==> src/rtl/fb_port_arbiter.sv <==
// Frame-buffer port arbiter: display reads win, posted host writes drain
// on idle cycles, host reads wait for an empty write FIFO.
module fb_port_arbiter #(
    parameter int ADDR_W      = 15,
    parameter int DATA_W      = 24,
    parameter int WFIFO_DEPTH = 4
) (
    input  logic                           clk,
    input  logic                           reset_n,

    input  logic                           disp_req,
    input  logic [ADDR_W-1:0]              disp_addr,
    output logic [DATA_W-1:0]              disp_data,
    output logic                           disp_valid,

    input  logic                           host_wr_valid,
    input  logic [ADDR_W-1:0]              host_wr_addr,
    input  logic [DATA_W-1:0]              host_wr_data,
    output logic                           host_wr_ready,

    input  logic                           host_rd_valid,
    input  logic [ADDR_W-1:0]              host_rd_addr,
    output logic                           host_rd_ready,
    output logic [DATA_W-1:0]              host_rd_data,
    output logic                           host_rd_data_valid,

    output logic                           ram_en,
    output logic                           ram_we,
    output logic [ADDR_W-1:0]              ram_addr,
    output logic [DATA_W-1:0]              ram_wdata,
    input  logic [DATA_W-1:0]              ram_rdata,

    output logic [$clog2(WFIFO_DEPTH):0]   wfifo_level
);

    localparam int PTR_W = (WFIFO_DEPTH > 1) ? $clog2(WFIFO_DEPTH) : 1;
    localparam int LVL_W = $clog2(WFIFO_DEPTH) + 1;
    localparam logic [LVL_W-1:0] FULL_LVL = LVL_W'(WFIFO_DEPTH);

    logic [ADDR_W-1:0] r_fifo_addr [WFIFO_DEPTH];
    logic [DATA_W-1:0] r_fifo_data [WFIFO_DEPTH];
    logic [PTR_W-1:0]  r_wptr;
    logic [PTR_W-1:0]  r_rptr;
    logic [LVL_W-1:0]  r_level;

    logic              r_tag_disp;
    logic              r_tag_host;
    logic              r_disp_valid;
    logic              r_host_valid;
    logic [DATA_W-1:0] r_disp_data;
    logic [DATA_W-1:0] r_host_data;

    logic w_empty;
    logic w_full;
    logic w_gnt_disp;
    logic w_gnt_wr;
    logic w_gnt_hrd;
    logic w_push;
    logic w_pop;

    assign w_empty = (r_level == '0);
    assign w_full  = (r_level == FULL_LVL);

    // Grants are held off while in reset so the RAM port stays quiet.
    assign w_gnt_disp = reset_n && disp_req;
    assign w_gnt_wr   = reset_n && !disp_req && !w_empty;
    assign w_gnt_hrd  = reset_n && !disp_req && w_empty && host_rd_valid;

    assign host_wr_ready = !w_full;
    assign host_rd_ready = reset_n && !disp_req && w_empty;

    assign w_push = host_wr_valid && !w_full;
    assign w_pop  = w_gnt_wr;

    always_comb begin
        ram_en    = 1'b0;
        ram_we    = 1'b0;
        ram_addr  = '0;
        ram_wdata = '0;
        unique case (1'b1)
            w_gnt_disp: begin
                ram_en   = 1'b1;
                ram_addr = disp_addr;
            end
            w_gnt_wr: begin
                ram_en    = 1'b1;
                ram_we    = 1'b1;
                ram_addr  = r_fifo_addr[r_rptr];
                ram_wdata = r_fifo_data[r_rptr];
            end
            w_gnt_hrd: begin
                ram_en   = 1'b1;
                ram_addr = host_rd_addr;
            end
            default: begin
                ram_en = 1'b0;
            end
        endcase
    end

    // Entry storage needs no reset: pointers define what is live.
    always_ff @(posedge clk) begin
        if (w_push) begin
            r_fifo_addr[r_wptr] <= host_wr_addr;
            r_fifo_data[r_wptr] <= host_wr_data;
        end
    end

    always_ff @(posedge clk or negedge reset_n) begin
        if (!reset_n) begin
            r_wptr  <= '0;
            r_rptr  <= '0;
            r_level <= '0;
        end else begin
            if (w_push) begin
                r_wptr <= r_wptr + PTR_W'(1);
            end
            if (w_pop) begin
                r_rptr <= r_rptr + PTR_W'(1);
            end
            r_level <= r_level + LVL_W'(w_push) - LVL_W'(w_pop);
        end
    end

    always_ff @(posedge clk or negedge reset_n) begin
        if (!reset_n) begin
            r_tag_disp   <= 1'b0;
            r_tag_host   <= 1'b0;
            r_disp_valid <= 1'b0;
            r_host_valid <= 1'b0;
            r_disp_data  <= '0;
            r_host_data  <= '0;
        end else begin
            r_tag_disp   <= w_gnt_disp;
            r_tag_host   <= w_gnt_hrd;
            r_disp_valid <= r_tag_disp;
            r_host_valid <= r_tag_host;
            if (r_tag_disp) begin
                r_disp_data <= ram_rdata;
            end
            if (r_tag_host) begin
                r_host_data <= ram_rdata;
            end
        end
    end

    assign disp_data          = r_disp_data;
    assign disp_valid         = r_disp_valid;
    assign host_rd_data       = r_host_data;
    assign host_rd_data_valid = r_host_valid;
    assign wfifo_level        = r_level;

endmodule
==> config.mk <==
export PLATFORM = sky130hd
export DESIGN_NAME = fb_port_arbiter
export DESIGN_NICKNAME = d
export VERILOG_FILES = /design/src/rtl/fb_port_arbiter.sv
export SDC_FILE = /design/constraint.sdc
export NUM_CORES = 1
export LEC_CHECK = 0
export BUFFER_PORTS_ARGS = -buffer_cell sky130_fd_sc_hd__buf_2
export CAP_MARGIN = 20
export CELL_PAD_IN_SITES_DETAIL_PLACEMENT = 1
export CELL_PAD_IN_SITES_GLOBAL_PLACEMENT = 1
export CORE_MARGIN = 5
export CORE_UTILIZATION = 35
export CTS_CLUSTER_DIAMETER = 150
export CTS_CLUSTER_SIZE = 16
export DETAILED_ROUTE_END_ITERATION = 10
export PLACE_DENSITY_LB_ADDON = 0.25
export SYNTH_ARGS = -nofsm -noshare
export SYNTH_HDL_FRONTEND = slang
export SYNTH_SLANG_ARGS = --single-unit
==> constraint.sdc <==
create_clock -name clk -period 3.6 [get_ports clk]
set_clock_uncertainty 0.05 [all_clocks]
set_input_delay 0 -clock clk [delete_from_list [all_inputs] [get_ports clk]]
set_output_delay 0 -clock clk [all_outputs]
set_load 0.005 [all_outputs]
## Yosys cells after proc, flatten, opt, wreduce, memory -nomap -nowiden

Memory sizes are Yosys's and may differ from the RTL's.
Cells that the tools add are included.

| word-level totals | value |
|---|---|
| ROM bits | 0 |
| bits in registers | 59 |
| input port bits | 98 |
| memory bits (writable) | 156 |
| memories | 2 |
| latch bits | 0 |
| output and inout bits | 96 |
| logic and storage cells | 33 |

Memories:

| name | depth | width | read ports | clocked after Yosys merged registers in | wr ports | line | RTL |
|---|---|---|---|---|---|---|---|
| r_fifo_data | 4 | 24 | 1 | 0 | 1 | 41 | `logic [DATA_W-1:0] r_fifo_data [WFIFO_DEPTH];` |
| r_fifo_addr | 4 | 15 | 1 | 0 | 1 | 40 | `logic [ADDR_W-1:0] r_fifo_addr [WFIFO_DEPTH];` |

| operators by class | value |
|---|---|
| add/subtract/negate cells | 4 |
| bitwise gates (word level) | 0 |
| eq/ne operators | 1 |
| shift operators | 0 |
| muxes and demuxes | 6 |
| reductions and logical operators | 11 |
| order comparisons | 0 |
| div/mod/pow operators | 0 |
| multipliers | 0 |

Operator list:

| cell | count |
|---|---|
| one-hot mux 15 bit (3 select lines) | 1 |
| two-way mux 24 bit | 1 |
| logical AND 1 bit | 6 |
| adder 2 x 1 -> 2 bit, second input constant | 2 |
| two-way mux 1 bit | 4 |
| adder 3 x 1 -> 3 bit | 1 |
| equality test 3 bit, second input constant | 1 |
| logical NOT 1 bit | 3 |
| logical NOT 3 bit | 1 |
| OR reduction 3 bit | 1 |
| subtractor 3 x 1 -> 3 bit | 1 |

## Logic depth before layout (Yosys ltp)

| depth | value |
|---|---|
| depth after elaboration | 6 |
| mapped depth | 9 |
| depth with buffers taken out | 9 |

## Least setup slack after synthesis

Ideal clock, no wire load.

| timing | value |
|---|---|
| path type | register -> register |
| start point | register r_level[0] (netlist: wfifo_level[0]) |
| end point | register r_level[2] (netlist: wfifo_level[2]) |
| path buffers | 0 |
| arrival time | 2.051 ns |
| period minus slack after synthesis | 2.223 ns |
| library setup time | 0.123 ns |
| path slack | 1.377 ns |
| required time | 3.427 ns |
| cell stages (with the launch flop) | 10 |
| cell sequence | dfrtp_1 or3b_1 and2_1 inv_1 ha_1 inv_1 ha_1 fa_1 xnor2_1 xnor2_1 |

| between the ends | value |
|---|---|
| cells in the longest elaborated chain, start to end | 5 |
| elaborated cells between the ends (all ways) | 8 |
| those cells by class | add/sub (2); eq/ne (1); reduce/logical (5) |

RTL lines:

| item | line | RTL |
|---|---|---|
| from (decl) | 44 | `logic [LVL_W-1:0] r_level;` |
| from (signal assigned) | 121 | `r_level <= r_level + LVL_W'(w_push) - LVL_W'(w_pop);` |
| equality test 3 bit | 62 | `assign w_full = (r_level == FULL_LVL);` |
| logical NOT 1 bit | n/a |  |
| net host_wr_ready | 19 | `output logic host_wr_ready,` |
| logical AND 1 bit | 72 | `assign w_push = host_wr_valid && !w_full;` |
| adder 3 x 1 -> 3 bit | 121 |  |
| subtractor 3 x 1 -> 3 bit | 121 |  |

The timed path passes the listed nets, and every way through them passes these cells.
A chain may end at the register's enable or synchronous reset.

## Worst setup path in the final report

| timing | value |
|---|---|
| start point | register r_level[0] (netlist: wfifo_level[0]) |
| end point | output port ram_addr[13] |

| between the ends | value |
|---|---|
| cells in the longest elaborated chain, start to end | 4 |
| elaborated cells between the ends (all ways) | 6 |
| those cells by class | mux (1); reduce/logical (5) |

RTL lines:

| item | line | RTL |
|---|---|---|
| logical NOT 3 bit (*) | 61 | `assign w_empty = (r_level == '0);` |
| logical AND 1 bit or logical NOT 1 bit (tied branches) | 67, 66 |  |
| logical AND 1 bit, on equally long branches | 67, 66 |  |
| one-hot mux 15 bit (3 select lines) (*) | 80 | `unique case (1'b1)` |
| to (decl) | 29 | `output logic [ADDR_W-1:0] ram_addr,` |

Mark *: on every way between the ends. The rest lies on a longest branch, timed or not.

==> run_results.csv <==
group,metric,value,unit
critical_path,crit_arrival,2.68,ns
finish,drive_above_1_share,45.7,%
global_routing,grt_pass1_wl,31900,microns
finish,fill_cells,2328,
critical_path,worstSetupStartpointType,"flop",
routing,wl_per_cell,20.8,microns
finish,nNetsFinal,784,
sta,drv_slew,0,
place,dp_cells,913,
logic_synthesis,synth_edf_count,156,
routing,num_vias,4885,
run_status,outcome,"completed",
place,portBuffers,193,
floorplanning,core,23500,sq um
place,gp_congestion,0.725,
global_routing,antenna_found_initial,1,
routing,drtIter0Drc,264,
sta,period_share,75.8,%
place,dp_hpwl,13700,microns
floorplanning,initial_core_util,35.7,%
logic_synthesis,syn_area_per_cell,20.1,sq um
clock_network,cts_buffers,17,
floorplanning,die-height,165,microns
finish,seq_area,6160,sq um
finish,multi_input_area,2090,sq um
clock_network,cts_tree,"done",
sta,fin_ws,0.871,ns
critical_path,crit_required,3.55,ns
power,irDropWorstVdd,0.000359,V
clock_network,clockBufferDepth,3,
logic_synthesis,synth.distinct_cells,26,
finish,stdcell_count,1002,
sta,setup_viol,0,
routing,drt-total-wl,20800,microns
logic_synthesis,synth_flop_cell,"edfxtp_1",
critical_path,reg2reg_slack,1.13,ns
clock_network,clk_root_buffer_cell,"clkbuf_16",
critical_path,crit_type,"reg2out",
logic_synthesis,synthArstFlopShare,27.4,%
global_routing,grt_use_total,15.2,%
critical_path,crit_path_end_kind,"output port",
clock_network,cts_hold_buf,66,
min_path,hold_path_class,"in2reg",
logic_synthesis,syn_inst,418,
floorplanning,ios,194,
sta,worstMarginPinSlew,1.09,ns
power,leakagePower,4.42,nW
logic_synthesis,synth_fp_nets,523,
clock_network,cts_resized,0,
sta,rsz0062_at_grt,"false",
logic_synthesis,yosysWarnings,0,
clock_network,clock_sinks,215,
run,maxCapViolCount,0,
clock_network,cts_setup_buffers,0,
sta,slew_headroom,27.2,%
floorplanning,placementRows,56,
clock_network,h-tree-depth,1,
finish,final_util,46.0,%
floorplanning,die_w,165,microns
sta,fin_crit,2.73,ns
logic_synthesis,ys_ff_latch,215,
finish,area_growth,28.8,%
global_routing,grt.overflow.total,0,
sta,fin_setup_tns,0,ns
critical_path,crit_fanout,28,
clock_network,clk_pin_slew,0.07,ns
logic_synthesis,syn-cell-area,8410,sq um
routing,ant_nets,0,
finish,antenna_cells,0,
power,power.density,667,nW/um^2
logic_synthesis,ys_seq_area_share,73.3,%
global_routing,grt_pass1_vias,5558,
routing,avgViaCountPerCell,4.88,
sta,hold_viol_final,0,
routing,firstDrtPassIters,4,
clock_network,clock_latency,0.48,ns
routing,drc,0,
global_routing,grt_max_degree,59,
place,dp_slack,1.10,ns
floorplanning,die_area,27200,sq um
sta,max_freq,366,MHz
cell type report:
type,instances,area share (%)
Inverter,6,0.208
Tap cell,319,3.68
Sequential cell,215,56.9
Clock inverter,2,0.185
Timing Repair Buffer,269,15.7
Clock buffer,21,4.06
Multi-Input combinational cell,170,19.3
per-stage QoR:
stage | instance area [sq um] | hold WS (ns) | total power, mW
after floorplan | 8410 | -0.346 | 4.79
after global placement | 9720 | -0.215 | 5.53
after detailed placement | 9720 | -0.217 | 5.62
after CTS | 10800 | 0.0544 | 7.39
after global routing | 10800 | 0.0888 | 7.68
final | 10800 | 0.0610 | 7.23
routing by layer:
metal / part of all wire, % / wire [microns] / global-route usage [%]
met3: 6.1 / 1270 / 3.09
met1: 42 / 8810 / 19.6
met4: 1.7 / 362 / 3.10
met2: 50 / 10400 / 26.8
met5: 0.096 / 20 / 0
worst paths after layout:
| check | start | to | depth (start not counted) |
|---|---|---|---|
| max in group asynchronous | reset_n | r_rptr[1] | 3 |
| max | wfifo_level[0] | ram_addr[13] | 5 |
| min | host_rd_valid | r_tag_host | 2 |
| min reg2reg | disp_data[22] | disp_data[22] | 1 |
| min in group asynchronous | reset_n | disp_valid | 3 |
| max reg2reg | wfifo_level[0] | wfifo_level[2] | 8 |
layout by cell type, fill, tap and decap left out:
cell type,instances
or3b_1,1
mux2_2,49
xnor2_1,4
and2_1,2
a221o_1,15
edfxtp_1,156
ha_1,6
buf_2,193
dfrtp_1,57
or3_1,2
nand2b_1,1
buf_4,10
clkbuf_16,17
nor3_1,1
mux4_1,5
fa_1,1
and3_2,4
inv_1,6
inv_8,1
dfrtp_2,2
nor2_1,2
nand3_1,1
nor2b_4,1
clkbuf_1,4
mux4_2,34
xor2_1,1
dlygate4sd3_1,66
and3_1,40
inv_6,1
report_power, final:
group          total [mW]  internal (mW)  leakage, nW  switching (mW)
Sequential           3.57           3.26         2.15           0.309
Combinational        1.96           1.05         2.05           0.916
Clock                1.69          0.869        0.225           0.826
synth_stat cells (4+ instances only):
cell type  count  area [sq um]
a221o_1       15           150
and3_1        44           275
buf_2          5          25.0
clkbuf_1      17          63.8
dfrtp_1       59          1480
edfxtp_1     156          4680
ha_1           6          75.1
inv_1          6          22.5
mux2_2        49           552
mux4_1         5           131
mux4_2        34           766
xnor2_1        4          35.0
state kept, by name (all words and copies together), names as in the netlist, 2 cells and up:
signal,cells
wfifo_level,3
r_wptr,2
host_rd_data,24
r_fifo_data,96
r_fifo_addr,60
r_rptr,2
disp_data,24
logic make-up after synthesis:
| logic type | Yosys count | synth area share [%] |
|---|---|---|
| flip-flops | 215 | 73.3 |
| multiplexers | 88 | 17.2 |
| AND/OR/NAND/NOR | 55 | 4.03 |
| buffers and inverters | 33 | 2.05 |
| AO/OA/AOI/OAI | 15 | 1.79 |
| adder cells (fa/ha/maj) | 7 | 1.13 |
| XOR/XNOR | 5 | 0.521 |
critical path, cell delays in order (launching register included):
cell,delay (ns)
dfrtp_1,0.42
or3_1,0.81
buf_4,0.37
and3_1,0.17
a221o_1,0.27
buf_2,0.13
No activity file was read; power rests on OpenSTA's default activity.
